==> src/rtl/fetch_sequencer.sv <==
// Fetch sequencer: drives PC load/hold/squash for start, halt and table-indexed branches.
// Optional call/return stack is enabled by defining FETCH_SEQ_CALL_STACK_EN.
module fetch_sequencer #(
    parameter int PC_W        = 9,
    parameter int LUT_DEPTH   = 32,
    parameter int STACK_DEPTH = 4
) (
    input  logic            clk,
    input  logic            reset,
`ifdef FETCH_SEQ_CALL_STACK_EN
    input  logic            call_en,
    input  logic            ret_en,
    input  logic [PC_W-1:0] pc,
    output logic            stack_err,
`endif
    input  logic            start,
    input  logic [PC_W-1:0] start_addr,
    input  logic            branch_en,
    input  logic            branch_cond,
    input  logic [4:0]      lut_idx,
    input  logic            done_req,
    input  logic            lut_wr_en,
    input  logic [4:0]      lut_wr_idx,
    input  logic [PC_W-1:0] lut_wr_data,
    output logic            pc_write,
    output logic [PC_W-1:0] jump_target,
    output logic            pc_hold,
    output logic            squash,
    output logic            running,
    output logic            done,
    output logic [15:0]     run_cycles,
    output logic [1:0]      dbg_state_o
);

    typedef enum logic [1:0] {
        S_IDLE  = 2'd0,
        S_RUN   = 2'd1,
        S_FLUSH = 2'd2,
        S_DONE  = 2'd3
    } state_t;

    state_t          state_q, state_d;
    logic [15:0]     cyc_q, cyc_d;
    logic            start_acc;
    logic [PC_W-1:0] lut_q [LUT_DEPTH];
    logic [PC_W-1:0] lut_rd;

    // Target table: the read below sees the pre-write contents in the write cycle.
    always_ff @(posedge clk or posedge reset) begin
        if (reset) begin
            for (int i = 0; i < LUT_DEPTH; i++) begin
                lut_q[i] <= '0;
            end
        end else if (lut_wr_en && (int'(lut_wr_idx) < LUT_DEPTH)) begin
            lut_q[lut_wr_idx] <= lut_wr_data;
        end
    end

    always_comb begin
        lut_rd = '0;
        if (int'(lut_idx) < LUT_DEPTH) begin
            lut_rd = lut_q[lut_idx];
        end
    end

`ifdef FETCH_SEQ_CALL_STACK_EN
    localparam int SP_W  = $clog2(STACK_DEPTH + 1);
    localparam int IDX_W = (STACK_DEPTH > 1) ? $clog2(STACK_DEPTH) : 1;

    logic [PC_W-1:0] stack_q [STACK_DEPTH];
    logic [SP_W-1:0] sp_q, sp_m1;
    logic            err_q;
    logic            push, pop, err_set;
    logic            stack_full, stack_empty;
    logic [PC_W-1:0] stack_top;

    assign sp_m1       = sp_q - 1'b1;
    assign stack_full  = (sp_q == SP_W'(STACK_DEPTH));
    assign stack_empty = (sp_q == '0);
    assign stack_top   = stack_q[sp_m1[IDX_W-1:0]];
    assign stack_err   = err_q;

    always_ff @(posedge clk or posedge reset) begin
        if (reset) begin
            sp_q  <= '0;
            err_q <= 1'b0;
            for (int i = 0; i < STACK_DEPTH; i++) begin
                stack_q[i] <= '0;
            end
        end else begin
            if (push) begin
                stack_q[sp_q[IDX_W-1:0]] <= pc + PC_W'(1);
                sp_q                     <= sp_q + 1'b1;
            end else if (pop) begin
                sp_q <= sp_m1;
            end
            if (err_set) begin
                err_q <= 1'b1;
            end
        end
    end
`endif

    always_ff @(posedge clk or posedge reset) begin
        if (reset) begin
            state_q <= S_IDLE;
            cyc_q   <= '0;
        end else begin
            state_q <= state_d;
            cyc_q   <= cyc_d;
        end
    end

    always_comb begin
        state_d     = state_q;
        pc_write    = 1'b0;
        jump_target = '0;
        pc_hold     = 1'b1;
        squash      = 1'b0;
        start_acc   = 1'b0;
`ifdef FETCH_SEQ_CALL_STACK_EN
        push        = 1'b0;
        pop         = 1'b0;
        err_set     = 1'b0;
`endif
        case (state_q)
            S_IDLE, S_DONE: begin
                if (start) begin
                    start_acc   = 1'b1;
                    pc_write    = 1'b1;
                    jump_target = start_addr;
                    state_d     = S_RUN;
                end
            end
            S_RUN: begin
                pc_hold = 1'b0;
                // Halt outranks branch, which outranks ret, which outranks call.
                if (done_req) begin
                    pc_hold = 1'b1;
                    state_d = S_DONE;
                end else if (branch_en) begin
                    if (branch_cond) begin
                        pc_write    = 1'b1;
                        jump_target = lut_rd;
                        state_d     = S_FLUSH;
                    end
                end
`ifdef FETCH_SEQ_CALL_STACK_EN
                else if (ret_en) begin
                    if (stack_empty) begin
                        err_set = 1'b1;
                    end else begin
                        pop         = 1'b1;
                        pc_write    = 1'b1;
                        jump_target = stack_top;
                        state_d     = S_FLUSH;
                    end
                end else if (call_en) begin
                    if (stack_full) begin
                        err_set = 1'b1;
                    end else begin
                        push        = 1'b1;
                        pc_write    = 1'b1;
                        jump_target = lut_rd;
                        state_d     = S_FLUSH;
                    end
                end
`endif
            end
            S_FLUSH: begin
                pc_hold = 1'b0;
                squash  = 1'b1;
                state_d = S_RUN;
            end
            default: state_d = S_IDLE;
        endcase
        // A start pulse seen while reset is held must not leak onto the PC load.
        if (reset) begin
            pc_write    = 1'b0;
            jump_target = '0;
            pc_hold     = 1'b1;
            squash      = 1'b0;
        end
    end

    always_comb begin
        cyc_d = cyc_q;
        if (start_acc) begin
            cyc_d = '0;
        end else if (running && (cyc_q != 16'hFFFF)) begin
            cyc_d = cyc_q + 16'd1;
        end
    end

    assign running     = (state_q == S_RUN) || (state_q == S_FLUSH);
    assign done        = (state_q == S_DONE);
    assign run_cycles  = cyc_q;
    assign dbg_state_o = state_q;

endmodule

==> config.mk <==
export PLATFORM = sky130hd
export DESIGN_NAME = fetch_sequencer
export DESIGN_NICKNAME = d
export VERILOG_FILES = /design/src/rtl/fetch_sequencer.sv
export SDC_FILE = /design/constraint.sdc
export NUM_CORES = 1
export LEC_CHECK = 0
export CORE_UTILIZATION = 45
export DETAILED_ROUTE_END_ITERATION = 7
export GPL_ROUTABILITY_DRIVEN = 0
export RECOVER_POWER = 100
export SETUP_SLACK_MARGIN = 0.02
export SYNTH_ARGS = -nofsm -noshare
export SYNTH_HDL_FRONTEND = slang
export SYNTH_SLANG_ARGS = --single-unit
==> constraint.sdc <==
create_clock -name clk -period 15 [get_ports clk]
set_clock_uncertainty 0.1 [all_clocks]
set_input_delay 3 -clock clk [delete_from_list [all_inputs] [get_ports clk]]
set_output_delay 3 -clock clk [all_outputs]
set_load 0.05 [all_outputs]
# Word level (Yosys, flattened, before mapping)
# Index checks and enable logic that the tools add are counted.
# classes
n_addsub	1
order_cmp	3
eq_ne	7
mux	31
n_bitwise	2
reduce_logical	7
# op_table
operator	n
288-bit bitwise mux	1
9-bit 2-to-1 mux	8
9-bit binary-select mux with 5-bit select	1
9-bit demux with 5-bit select	1
16-bit 2-to-1 mux	2
9-bit case mux with 2 select lines	1
16-bit by 1-bit adder with 16-bit output (second input constant)	1
16-bit inequality test (second input constant)	1
6-bit >= comparator (second input constant)	2
5-bit inverter with 6-bit output	2
1-bit 2-to-1 mux	10
2-bit 2-to-1 mux	4
6-bit by 1-bit less-than comparator with 1-bit output (second input constant)	1
3-bit inequality test (second input constant)	2
2-bit case mux with 3 select lines	1
2-bit equality test (second input constant)	2
1-bit case mux with 2 select lines	2
3-bit AND reduction	1
2-bit by 1-bit equality test with 1-bit output (second input constant)	1
1-bit logical AND	2
2-bit zero test	1
2-bit inequality test (second input constant)	1
2-bit nonzero test	1
2-bit OR reduction	1
1-bit logical OR	1
# totals
register_bits	306
output_inout_bits	32
wordCells	85

# Depth between registers and ports, before layout
# depth
depth_word	9
mapped_depth	9

# Worst setup path before layout
# No wires, ideal clock.
# synth_path
path_type	input-to-output
startpoint	input reset
endpoint	output pc_hold
t_arrival_ps	12874
required_time_ps	11900
path_slack_ps	-974
stages	2
path_buffers	0
path_cell_list	inv_1 > o21ai_0
# synth_via
elab_chain_cells	1
# synth_lines
item	line_no	text
start, declared	9	input logic reset,
1-bit 2-to-1 mux	178	if (reset) begin
end, declared	27	output logic pc_hold,
# No other way between the ends.

# Worst setup path after layout
# layout_path
startpoint	input lut_idx[0]
endpoint	output jump_target[1]
# layout_via
elab_chain_cells	9
# layout_lines
item	line_no	text
start, declared	20	input logic [4:0] lut_idx,
5-bit inverter with 6-bit output (implied by the code)	62	lut_rd = lut_q[lut_idx];
9-bit binary-select mux with 5-bit select	62	
9-bit 2-to-1 mux (implied by the code) (2 in series)	62	
9-bit 2-to-1 mux	142	if (branch_cond) begin
9-bit 2-to-1 mux	141	end else if (branch_en) begin
9-bit 2-to-1 mux	138	if (done_req) begin
9-bit case mux with 2 select lines	126	case (state_q)
9-bit 2-to-1 mux	178	
end, declared	26	output logic [PC_W-1:0] jump_target,
# No other way between the ends. The select of a mux whose other input is x is not followed.

==> reports/summary.txt <==
Hold Crit Class - flop to flop
Die height - 182.7 um
Largest net degree at the start of global routing - 190
Required @ worst endpoint - 11900 ps
Post-synthesis adder-cell area fraction - 0.4257%
Tot GR Track Use - 23.27%
Post-Syn Area per Cell - 14.12 um2
I/O pins - 67
Initial Utilization - 46.09%
WHS - 389.2 ps
Fin. Hold Viols - 0
Primary FF master, synth - dfrtp_1
Vias/cell - 5.785
Synth Area in XOR/XNOR - 0.6556%
Post-synth top cells - mux2_2 (308), dfrtp_1 (306), nand2_1 (45), mux2i_1 (44), mux4_2 (38)
Longest Clk Path Bufs - 3
Crit path arrival time - 7930 ps
Post-CTS Repair Setup Buffers - 0
First-pass GRT wire length - 57730 um
Hold depth - 1
Register bit total from synthesis - 306
Leading area contributor after synthesis - dfrtp_1
Worst Path Max Fanout - 29
Total of max-cap violations - 3
Worst setup EP type - output port
TritonCTS clock tree - built
RSZ-0062 raised after global routing - no
ANT nets after route - 0
Share of layout cells above drive strength 1 - 37.15%
Synth async-reset ratio - 100.0%
Resized cells post-CTS - 0
Failing checks - max-capacitance violations, max-slew violations
Mux contribution to synthesized area - 33.93%
Synth top area cells - dfrtp_1 (52%), mux2_2 (24%), mux4_2 (5.8%), mux2i_1 (3.0%), mux4_1 (1.4%)
Compound-Gate Fraction of Synth Area - 4.198%
Peak VDD IR - 0.06685 mV
Initial DRC Count - 570
Worst hold start - lut_q[33]$_DFFE_PP0P_
Fmax - 90.68 MHz
Root Driver - clkbuf_16
Drc violations - 0
Drt first pass iters - 5
DR WL/cell - 23.86 um
Floorplan core area - 31880 um2
Reg2reg path depth - 6
Hold buffer count at cts - 0
Total number of vias - 8979
Kind of critical path - input port to output port
Clock sink count - 306
Synthesized area - 14700 um2
Slew headroom - -160.4%
Fin crit period - 11030 ps
WHS Endpoint - lut_q[33]$_DFFE_PP0P_
Leak - 7.402 nW
Die area - 33380 um2
Die Width - 182.7 um
Yosys warnings - 0
Initial antenna violation count - 0
Cts bufs inserted - 36
FF-to-FF End - dbg_state_o[1]$_DFFE_PP0P_
Crit share post-route - 73.52%
Area grow syn2layout - 13.31%
Critical Path Source Type - input port
Post-Synth Simple-Gate Area - 5.951%
H-tree Lvls - 2
Cell Rows - 65
Syn nets - 1081
Post-Route WL - 37020 um
Number of flops mapped to enable cells by yosys - 0
Vias in the first global route - 9152
Post-DP Area - 15630 um2
Yosys top cell area share - 52.11%
DP Wirelength - 23670 um
Netlist cell types - 61
Largest family of logic cells by synthesized area - multiplexers
Outcome - finished, violations left
Cells after Synth - 1041
Final setup TNS - 0 ps
Slew Viols, Final - 150
Sequential area share after synthesis - 52.11%
Antenna Cells - 0
Port Buffers - 66
GRT overflow - 0
Reg clk slew, reported paths - 50 ps
Most common cell in the netlist - mux2_2
Worst R2R Setup Slack - 12470 ps
Pwr/cell area - 142.9 nW/um2
Later-pin clock latency in the skew report - 520 ps
FF-to-FF Start - dbg_state_o[0]$_DFFE_PP0P_
Number of setup violations in the final report - 0
Worst Max-Slew Pin Slew - 3905 ps
Total power - 2.380 mW
Nets@finish - 1133
Final Cell Area - 16650 um2
-- per-layer routing --
layer,share of wire [%],up-vias,track usage (%)
li1,-,3971,-
met1,45,4736,31.94
met2,47,215,37.92
met3,5.3,57,4.690
met4,2.2,0,5.613
met5,0,-,0
-- report_power, final --
group	internal [mW]	switching, mW
sequential	0.984	0.0827
combinational	0.237	0.246
clock	0.491	0.338
total	1.71	0.667
-- how the worst max path moves through the flow --
stage,to,slack [ps],from,cells after the start
finish,jump_target[1],3970,lut_idx[0],8
global route,jump_target[1],3500,lut_idx[0],8
CTS,jump_target[8],5360,lut_idx[1],8
global placement,jump_target[8],5350,lut_idx[1],8
floorplan,pc_hold,2420,reset,2
detailed placement,jump_target[2],5400,lut_idx[1],8
-- registers in the layout (all words and copies together) (netlist names) --
signal	count
run_cycles	16
lut_q	288
dbg_state_o	2
-- through the flow --
stage	setup WS [ps]	cells	util (%)
after floorplan	2423	1041	-
after global placement	5351	1490	49.04
after detailed placement	5395	1490	49.04
after CTS	5355	1552	52.51
after global routing	3502	1552	52.23
final	3973	1552	52.23
-- kinds of logic after synthesis --
| logic type | count (synthesis) |
|---|---|
| muxes | 399 |
| DFF | 306 |
| and+or+nand+nor | 162 |
| AOI/OAI and AO/OA | 87 |
| buffers and inverters | 71 |
| xor gates and xnor gates | 11 |
| adders and majority gates | 5 |
-- worst max-delay path, stage by stage --
cell           delay, ps
buf_4                400
clkbuf_1            1780
nand3b_1             860
o22ai_1              380
nor3b_1               90
and3_1               180
a211oi_1             270
dlygate4sd3_1        920
-- layout by cell type, fill, tap and decap left out, types with 4 or more instances in the layout --
cell,count
mux2_2,308
dfrtp_1,306
nand2_1,58
mux2i_1,44
mux4_2,38
clkbuf_16,37
dlygate4sd3_1,35
nor2_1,32
clkdlybuf4s50_1,29
nand3_1,18
o21ai_0,15
clkbuf_1,15
o22ai_1,13
buf_4,12
xnor2_1,11
nor2b_1,9
nor3b_1,8
mux4_1,8
nand4_1,8
a21oi_1,8
and3_1,7
a211oi_1,7
a221o_1,6
nand3b_1,5
ha_1,5
clkinv_2,5
inv_1,4
a22oi_1,4
a21o_1,4
o22a_1,4
a22o_1,4
a2111oi_0,4
clkbuf_8,4
-- cell type report --
cell class	instances	area (um2)
Clock buffer	53	1026
Clock inverter	9	80.08
Fill cell	2756	15230
Inverter	5	22.52
Multi-Input combinational cell	664	6559
Sequential cell	306	7657
Tap cell	435	544.3
Timing Repair Buffer	80	762.0
No activity file was read; power rests on OpenSTA's default activity.
